## src/rtl/lambda_peak_ctrl.sv

```systemverilog
// Windowed argmax sequencer for the lambda datapath; peak reported DP_LAT+1 cycles after the last accept.
// in_ready is high only while collecting a window; the datapath itself is never stalled.
module lambda_peak_ctrl #(
   parameter int WIN_LEN = 256,
   parameter int DP_LAT  = 5,
   parameter int IDX_W   = $clog2(WIN_LEN)
) (
   input  logic             clk,
   input  logic             rst,
   input  logic             start,
   input  logic [7:0]       rho_cfg,
   input  logic             in_valid,
   output logic             in_ready,
   input  logic [13:0]      in_mag,
   input  logic [13:0]      in_phi,
   output logic [13:0]      dp_mag,
   output logic [13:0]      dp_phi,
   output logic [7:0]       dp_rho,
   input  logic [13:0]      dp_lambda,
   output logic             busy,
   output logic             peak_valid,
   output logic [IDX_W-1:0] peak_idx,
   output logic [13:0]      peak_val
);

   typedef enum logic [1:0] {IDLE, RUN, FLUSH, DONE} state_t;

   localparam logic [IDX_W-1:0] LAST_IDX = IDX_W'(WIN_LEN - 1);
   localparam logic signed [13:0] MIN_VAL = 14'sh2000;

   state_t                  state_q, state_d;
   logic [IDX_W-1:0]        in_cnt_q, in_cnt_d;
   logic [IDX_W-1:0]        out_cnt_q, out_cnt_d;
   logic [IDX_W-1:0]        max_idx_q, max_idx_d;
   logic [IDX_W-1:0]        peak_idx_q, peak_idx_d;
   logic signed [13:0]      max_val_q, max_val_d;
   logic signed [13:0]      peak_val_q, peak_val_d;
   logic [7:0]              rho_q, rho_d;
   logic [DP_LAT-1:0]       vpipe_q, vpipe_d;
   logic                    accept;
   logic                    lam_vld;

   always_comb begin
      state_d    = state_q;
      in_cnt_d   = in_cnt_q;
      out_cnt_d  = out_cnt_q;
      max_idx_d  = max_idx_q;
      max_val_d  = max_val_q;
      peak_idx_d = peak_idx_q;
      peak_val_d = peak_val_q;
      rho_d      = rho_q;

      accept  = in_valid && (state_q == RUN);
      lam_vld = vpipe_q[DP_LAT-1];
      vpipe_d = {vpipe_q[DP_LAT-2:0], accept};

      if (accept) begin
         in_cnt_d = in_cnt_q + IDX_W'(1);
      end

      // Strict compare: on ties the earliest index is kept.
      if (lam_vld) begin
         if ($signed(dp_lambda) > max_val_q) begin
            max_val_d = $signed(dp_lambda);
            max_idx_d = out_cnt_q;
         end
         out_cnt_d = out_cnt_q + IDX_W'(1);
      end

      case (state_q)
         IDLE: begin
            if (start) begin
               state_d   = RUN;
               rho_d     = rho_cfg;
               in_cnt_d  = '0;
               out_cnt_d = '0;
               max_val_d = MIN_VAL;
               max_idx_d = '0;
            end
         end
         RUN: begin
            if (accept && (in_cnt_q == LAST_IDX)) begin
               state_d = FLUSH;
            end
         end
         FLUSH: begin
            if (lam_vld && (out_cnt_q == LAST_IDX)) begin
               state_d    = DONE;
               peak_idx_d = max_idx_d;
               peak_val_d = max_val_d;
            end
         end
         DONE: begin
            state_d = IDLE;
         end
         default: begin
            state_d = IDLE;
         end
      endcase
   end

   always_ff @(posedge clk) begin
      if (rst) begin
         state_q    <= IDLE;
         in_cnt_q   <= '0;
         out_cnt_q  <= '0;
         max_idx_q  <= '0;
         max_val_q  <= '0;
         peak_idx_q <= '0;
         peak_val_q <= '0;
         rho_q      <= '0;
         vpipe_q    <= '0;
      end else begin
         state_q    <= state_d;
         in_cnt_q   <= in_cnt_d;
         out_cnt_q  <= out_cnt_d;
         max_idx_q  <= max_idx_d;
         max_val_q  <= max_val_d;
         peak_idx_q <= peak_idx_d;
         peak_val_q <= peak_val_d;
         rho_q      <= rho_d;
         vpipe_q    <= vpipe_d;
      end
   end

   assign in_ready   = (state_q == RUN);
   assign busy       = (state_q != IDLE);
   assign peak_valid = (state_q == DONE);
   assign peak_idx   = peak_idx_q;
   assign peak_val   = peak_val_q;
   assign dp_mag     = in_mag;
   assign dp_phi     = in_phi;
   assign dp_rho     = rho_q;

endmodule

```

## config.mk

```make
export PLATFORM = sky130hd
export DESIGN_NAME = lambda_peak_ctrl
export DESIGN_NICKNAME = d
export VERILOG_FILES = /design/src/rtl/lambda_peak_ctrl.sv
export SDC_FILE = /design/constraint.sdc
export NUM_CORES = 1
export LEC_CHECK = 0
export ABC_AREA = 0
export CORE_MARGIN = 5
export CORE_UTILIZATION = 30
export CTS_CLUSTER_DIAMETER = 100
export DETAILED_ROUTE_END_ITERATION = 12
export SYNTH_ARGS = -nofsm -noshare
export SYNTH_HDL_FRONTEND = slang
export SYNTH_SLANG_ARGS = --single-unit
```

## constraint.sdc

```tcl
create_clock -name clk -period 4.1 [get_ports clk]
set_input_delay 1.23 -clock clk [delete_from_list [all_inputs] [get_ports clk]]
set_output_delay 1.23 -clock clk [all_outputs]
set_load 0.1 [all_outputs]
```

# ---- After elaboration in Yosys (flattened, before gate mapping)
# Cells that the tools add are included.
# W data, S select, Z words.
dict set report op_classes {
  add_sub_neg 2
  mul 0
  div_mod_pow 0
  n_lt_le_gt_ge 1
  n_eq_ne 8
  shifts 0
  mux 18
  bitwise_logic 0
  reduce_logical 8
}
# op n
set op_table {}
lappend op_table {{$mux W8} 10}
lappend op_table {{$mux W14} 4}
lappend op_table {{$add A8 B1 Y8 const B} 2}
lappend op_table {{$eq A8 B8 Y1 const B} 2}
lappend op_table {{$gt A14 B14 Y1} 1}
lappend op_table {{$pmux W2 S4} 1}
lappend op_table {{$mux W2} 3}
lappend op_table {{$eq A2 B2 Y1 const B} 2}
lappend op_table {{$ne A2 B2 Y1 const B} 2}
lappend op_table {{$reduce_and A2 Y1} 2}
lappend op_table {{$logic_and A1 B1 Y1} 3}
lappend op_table {{$reduce_and A3 Y1} 1}
lappend op_table {{$eq A2 B1 Y1 const B} 1}
lappend op_table {{$logic_not A2 Y1} 1}
lappend op_table {{$ne A2 B1 Y1 const B} 1}
lappend op_table {{$reduce_bool A2 Y1} 1}
dict set report totals {
  reg_bits 75
  latch_bits 0
  ramBits 0
  mem_bits_ro 0
  out_inout_bits 61
  wordCells 46
  n_memories 0
}

# ---- Longest topological paths before layout
dict set report logic_depth {
  ltp_word 5
  depth_mapped 9
}

# ---- Least setup slack after synthesis
# Ideal clock, no wire load.
dict set report synth_path {
  kind {input-to-reg}
  start {input port dp_lambda[13]}
  end {register peak_val_q[10] (netlist: peak_val[10])}
  setup_time_ps 91
  t_arrival_ps 2887
  required_time_ps 4009
  path_slack_ps 1122
  path_stages 7
  n_path_buf 1
  path_cell_list {ha_1 -> nand4_1 -> o41a_1 -> nand4b_2 -> buf_2 -> nand3_1 -> a311oi_1}
}
dict set report synth_via {
  elab_chain_len 3
}
# element line
set synth_rtl {}
lappend synth_rtl {{start: declaration} 19} ;# input logic [13:0] dp_lambda,
lappend synth_rtl {{$gt A14 B14 Y1} 63} ;# if ($signed(dp_lambda) > max_val_q) begin
lappend synth_rtl {{$mux W14} 63}
lappend synth_rtl {{$mux W14} 62} ;# if (lam_vld) begin
lappend synth_rtl {{end signal: assignment} 120} ;# peak_val_q <= peak_val_d;
lappend synth_rtl {{end: declaration} 37} ;# logic signed [13:0] peak_val_q, peak_val_d;
# No other way between the ends.
# A chain may end at the register's enable or synchronous reset.

# ---- Worst setup path after layout
dict set report layout_path {
  start {input port dp_lambda[13]}
  end {register peak_val_q[2] (netlist: peak_val[2])}
}
# The elaborated chain is that of the path after synthesis.

==> impl_metrics.xml <==
<?xml version="1.0" encoding="UTF-8"?>
<metrics>
  <group name="power_and_ir_drop">
    <metric name="power_per_cell_area" unit="nW/um^2">503.9</metric>
    <metric name="design_power_total" unit="mW">2.178</metric>
    <metric name="leakage" unit="nW">1.489</metric>
    <metric name="irDropWorstVdd" unit="mV">0.5044</metric>
  </group>
  <group name="place">
    <metric name="detailedPlacementHpwl" unit="mm">5.438</metric>
    <metric name="buffer_ports.inserted" unit="">58</metric>
    <metric name="finalWeightedCongestion" unit="">0.7957</metric>
  </group>
  <group name="worst_setup_path">
    <metric name="worst_r2r_startpoint" unit="">max_val_q[13]</metric>
    <metric name="cp_data_required_time" unit="ps">4330</metric>
    <metric name="crit_path_start" unit="">dp_lambda[13]</metric>
    <metric name="cp_cell_sequence" unit="">clkdlybuf4s50_1 -&gt; ha_1 -&gt; nand4_1 -&gt; o41a_1 -&gt; nand4b_2 -&gt; nand3_1 -&gt; a311oi_1</metric>
    <metric name="timing.critical_path.slowest_stage_cell" unit="">sky130_fd_sc_hd__o41a_1</metric>
    <metric name="critical-path-max-stage-delay" unit="ps">620</metric>
    <metric name="path_buf_inv" unit="">1</metric>
    <metric name="critical-path-top-delay-family" unit="">compound AO/OA/AOI/OAI gates</metric>
    <metric name="timing.critical_path.to_type" unit="">flip-flop</metric>
    <metric name="worst-setup-path-type" unit="">in -&gt; reg</metric>
    <metric name="worstPathArrival" unit="ps">3870</metric>
    <metric name="worst_setup_path_start_kind" unit="">input pin</metric>
    <metric name="timing.critical_path.fanout_max" unit="">22</metric>
  </group>
  <group name="timing">
    <metric name="slew_headroom" unit="">0.3402</metric>
    <metric name="fmax" unit="MHz">274.3</metric>
    <metric name="skew" unit="ps">7.111</metric>
    <metric name="setup_violations" unit="">0</metric>
    <metric name="worst_slew_pin_slew" unit="ps">986.6</metric>
    <metric name="total_negative_slack_for_setup_checks" unit="ps">0</metric>
    <metric name="min_period" unit="ps">3646</metric>
    <metric name="final-max-slew-violation-count" unit="">0</metric>
    <metric name="setup_repair_after_global_routing_missed_its_margin" unit="">false</metric>
    <metric name="fin_crit_sh" unit="">0.8892</metric>
    <metric name="hold_viol" unit="">0</metric>
  </group>
  <group name="synth">
    <metric name="synth_top_cells_by_area" unit="">sky130_fd_sc_hd__dfxtp_1 (43%), sky130_fd_sc_hd__ha_1 (7.5%), sky130_fd_sc_hd__buf_4 (6.0%)</metric>
    <metric name="muxShareOfSynthArea" unit="">0.005708</metric>
    <metric name="synthAdderAreaFrac" unit="">0.07492</metric>
    <metric name="synth_area_in_compound_gates" unit="">0.1441</metric>
    <metric name="ys_seq_elements" unit="">75</metric>
    <metric name="yosys.area_share.simple" unit="">0.2055</metric>
    <metric name="seq_area_frac_synth" unit="">0.4281</metric>
    <metric name="post-synth-top-area-cell" unit="">sky130_fd_sc_hd__dfxtp_1</metric>
    <metric name="yosys.area_share.xor_xnor" unit="">0.02997</metric>
    <metric name="count_of_flip_flops_with_a_built_in_enable_after_synthesis" unit="">0</metric>
    <metric name="synth_top_family_by_area" unit="">simple AND/OR/NAND/NOR gates</metric>
    <metric name="synth_cells" unit="">403</metric>
    <metric name="synth.avg_cell_area" unit="sq um">8.703</metric>
    <metric name="async_flop_share" unit="">0</metric>
    <metric name="synth_flop_cell" unit="">sky130_fd_sc_hd__dfxtp_1</metric>
    <metric name="yosys.cell_types.count" unit="">36</metric>
    <metric name="synthesis.area" unit="sq um">3507</metric>
    <metric name="synth.net_count" unit="">478</metric>
    <metric name="post-synth-top-area-fraction" unit="">0.4281</metric>
    <metric name="ys_warn_count" unit="">0</metric>
  </group>
  <group name="drt">
    <metric name="post_drt_wl_per_cell" unit="um">13.49</metric>
    <metric name="drt_first_pass_iters" unit="">4</metric>
    <metric name="route.final.wire_length" unit="mm">7.772</metric>
    <metric name="via_count" unit="">2828</metric>
    <metric name="route.detailed.vias_per_inst" unit="">4.910</metric>
    <metric name="post-route-drc-count" unit="">0</metric>
    <metric name="drt-initial-drc-count" unit="">192</metric>
    <metric name="drtAntennaViolNets" unit="">0</metric>
  </group>
  <group name="cells_and_area">
    <metric name="antenna_cells" unit="">0</metric>
    <metric name="final_layout_size_suffix_gt1_frac" unit="">0.07621</metric>
    <metric name="fin_nets" unit="">503</metric>
    <metric name="fillers" unit="">1178</metric>
    <metric name="syn2layout_area_growth" unit="%">23.22</metric>
  </group>
  <group name="clocking">
    <metric name="clk_root_buffer_cell" unit="">sky130_fd_sc_hd__clkbuf_16</metric>
    <metric name="htree_num_levels" unit="">3</metric>
    <metric name="post_cts_repair_resize_count" unit="">0</metric>
    <metric name="path_clk_slew" unit="ps">50</metric>
    <metric name="post_cts_buffers" unit="">0</metric>
    <metric name="cts.hold.buffers_added" unit="">0</metric>
    <metric name="cts_tree" unit="">done</metric>
    <metric name="cts_buffers" unit="">9</metric>
    <metric name="clock_latency" unit="ps">330</metric>
    <metric name="clock_path_buffers" unit="">2</metric>
    <metric name="clock_sinks" unit="">75</metric>
  </group>
  <group name="grt">
    <metric name="global_route_wire_length_before_repair" unit="mm">13.35</metric>
    <metric name="grt_antenna_before_repair" unit="">0</metric>
    <metric name="grt_pass1_vias" unit="">2806</metric>
    <metric name="grt_util_all_layers" unit="">0.1145</metric>
    <metric name="pin_count_of_the_biggest_net_entering_global_routing" unit="">39</metric>
    <metric name="global_route.overflow_total" unit="">0</metric>
  </group>
  <group name="floorplanning">
    <metric name="start_util" unit="">0.3071</metric>
    <metric name="floorplan.rows" unit="">39</metric>
    <metric name="dieWidth" unit="um">118.1</metric>
    <metric name="io_pins" unit="">115</metric>
    <metric name="die_area" unit="sq um">13950</metric>
    <metric name="chip_height" unit="um">118.1</metric>
    <metric name="core_area" unit="sq um">11420</metric>
  </group>
  <group name="worst_hold_path">
    <metric name="min_path_type" unit="">reg -&gt; reg</metric>
    <metric name="start_point_of_the_worst_min_delay_path" unit="">vpipe_q[2]</metric>
  </group>
  <group name="flow_run">
    <metric name="timing.max_cap.violations" unit="">0</metric>
  </group>
  <group name="outcome">
    <metric name="run_status" unit="">finished clean</metric>
  </group>
</metrics>
-- cells in the final DEF (no fill, tap or decap), types with 3 or more instances in the layout --
cell type                          n
sky130_fd_sc_hd__dfxtp_1          75
sky130_fd_sc_hd__clkdlybuf4s50_1  54
sky130_fd_sc_hd__nor2_1           46
sky130_fd_sc_hd__a21oi_1          37
sky130_fd_sc_hd__nand2_1          31
sky130_fd_sc_hd__nand3_1          29
sky130_fd_sc_hd__nand4_1          29
sky130_fd_sc_hd__ha_1             21
sky130_fd_sc_hd__inv_1            18
sky130_fd_sc_hd__a311oi_1         13
sky130_fd_sc_hd__buf_4            12
sky130_fd_sc_hd__xor2_1            9
sky130_fd_sc_hd__clkbuf_16         9
sky130_fd_sc_hd__a211oi_1          6
sky130_fd_sc_hd__nor2b_1           5
sky130_fd_sc_hd__and3_1            3
sky130_fd_sc_hd__o21ai_0           3
sky130_fd_sc_hd__xnor2_1           3
sky130_fd_sc_hd__a311oi_2          3
-- final cells by class --
| cell class | instances | area [sq um] | area share |
|---|---|---|---|
| Sequential cell | 75 | 1501 | 0.3474 |
| Clock inverter | 4 | 72.57 | 0.01679 |
| Multi-Input combinational cell | 258 | 1614 | 0.3735 |
| Clock buffer | 12 | 256.5 | 0.05935 |
| Inverter | 18 | 67.56 | 0.01563 |
| Timing Repair Buffer | 66 | 630.6 | 0.1459 |
| Tap cell | 143 | 178.9 | 0.04140 |
-- logic make-up (layout without fill, tap and decap cells) --
| family | after synthesis | after routing |
|---|---|---|
| flops | 75 | 75 |
| simple gates | 150 | 150 |
| fa+ha+maj | 21 | 21 |
| buf+inv | 70 | 100 |
| mux | 2 | 2 |
| xor+xnor | 12 | 12 |
| compound gates | 73 | 73 |
-- per-layer routing --
metal  part of all wire  GRT usage
met2               0.44     0.1733
met3              0.071    0.05334
met1               0.48     0.1424
met5                  0          0
met4              0.011    0.04158
-- final timing paths --
| check | end | slack (ps) | cells after the start |
|---|---|---|---|
| worst max-delay path | peak_val[2] | 450 | 7 |
| worst min-delay path | vpipe_q[3] | 430 | 1 |
| worst max register to register | peak_val[2] | 1480 | 7 |
| worst min register to register | vpipe_q[3] | 430 | 1 |
-- power by group --
part / leakage (nW) / internal [mW] / switching (mW)
clock network: 0.159 / 0.565 / 0.291
logic: 0.725 / 0.148 / 0.394
registers: 0.606 / 0.760 / 0.0199
-- state kept, by name, indices dropped and copies added (netlist names) --
register and count:
max_val_q 14, vpipe_q 5, in_cnt_q 8, state_q 2, out_cnt_q 8, peak_idx 8
dp_rho 8, max_idx_q 8, peak_val 14
-- metrics by stage --
stage | hold slack (ps) | instances | util | instance area (sq um) | setup slack (ps)
floorplan | 413.8 | 403 | - | 3507 | 1122
global placement | 418.7 | 560 | 0.3497 | 3993 | 200.3
detailed placement | 424.2 | 560 | 0.3497 | 3993 | 126.1
CTS | 435.6 | 576 | 0.3785 | 4322 | 461.2
global route | 454.0 | 576 | 0.3785 | 4322 | 268.7
finish | 431.7 | 576 | 0.3785 | 4322 | 454.3
-- synth_stat cells (2+ instances only) --
| library cell | count |
|---|---|
| sky130_fd_sc_hd__xnor2_1 | 3 |
| sky130_fd_sc_hd__and3_1 | 3 |
| sky130_fd_sc_hd__a21oi_1 | 37 |
| sky130_fd_sc_hd__nand3_1 | 29 |
| sky130_fd_sc_hd__buf_2 | 7 |
| sky130_fd_sc_hd__buf_6 | 2 |
| sky130_fd_sc_hd__a311oi_2 | 3 |
| sky130_fd_sc_hd__o21ai_0 | 3 |
| sky130_fd_sc_hd__nor2b_1 | 5 |
| sky130_fd_sc_hd__clkbuf_1 | 15 |
| sky130_fd_sc_hd__dfxtp_1 | 75 |
| sky130_fd_sc_hd__xor2_1 | 9 |
| sky130_fd_sc_hd__mux2i_1 | 2 |
| sky130_fd_sc_hd__nor2_1 | 46 |
| sky130_fd_sc_hd__ha_1 | 21 |
| sky130_fd_sc_hd__nand2_1 | 31 |
| sky130_fd_sc_hd__inv_1 | 18 |
| sky130_fd_sc_hd__a211oi_1 | 6 |
| sky130_fd_sc_hd__or3_1 | 2 |
| sky130_fd_sc_hd__buf_4 | 28 |
| sky130_fd_sc_hd__nand4_1 | 29 |
| sky130_fd_sc_hd__a21o_1 | 2 |
| sky130_fd_sc_hd__and2_1 | 2 |
| sky130_fd_sc_hd__a311oi_1 | 13 |
Note: power is estimated with default switching activity, not from simulation.
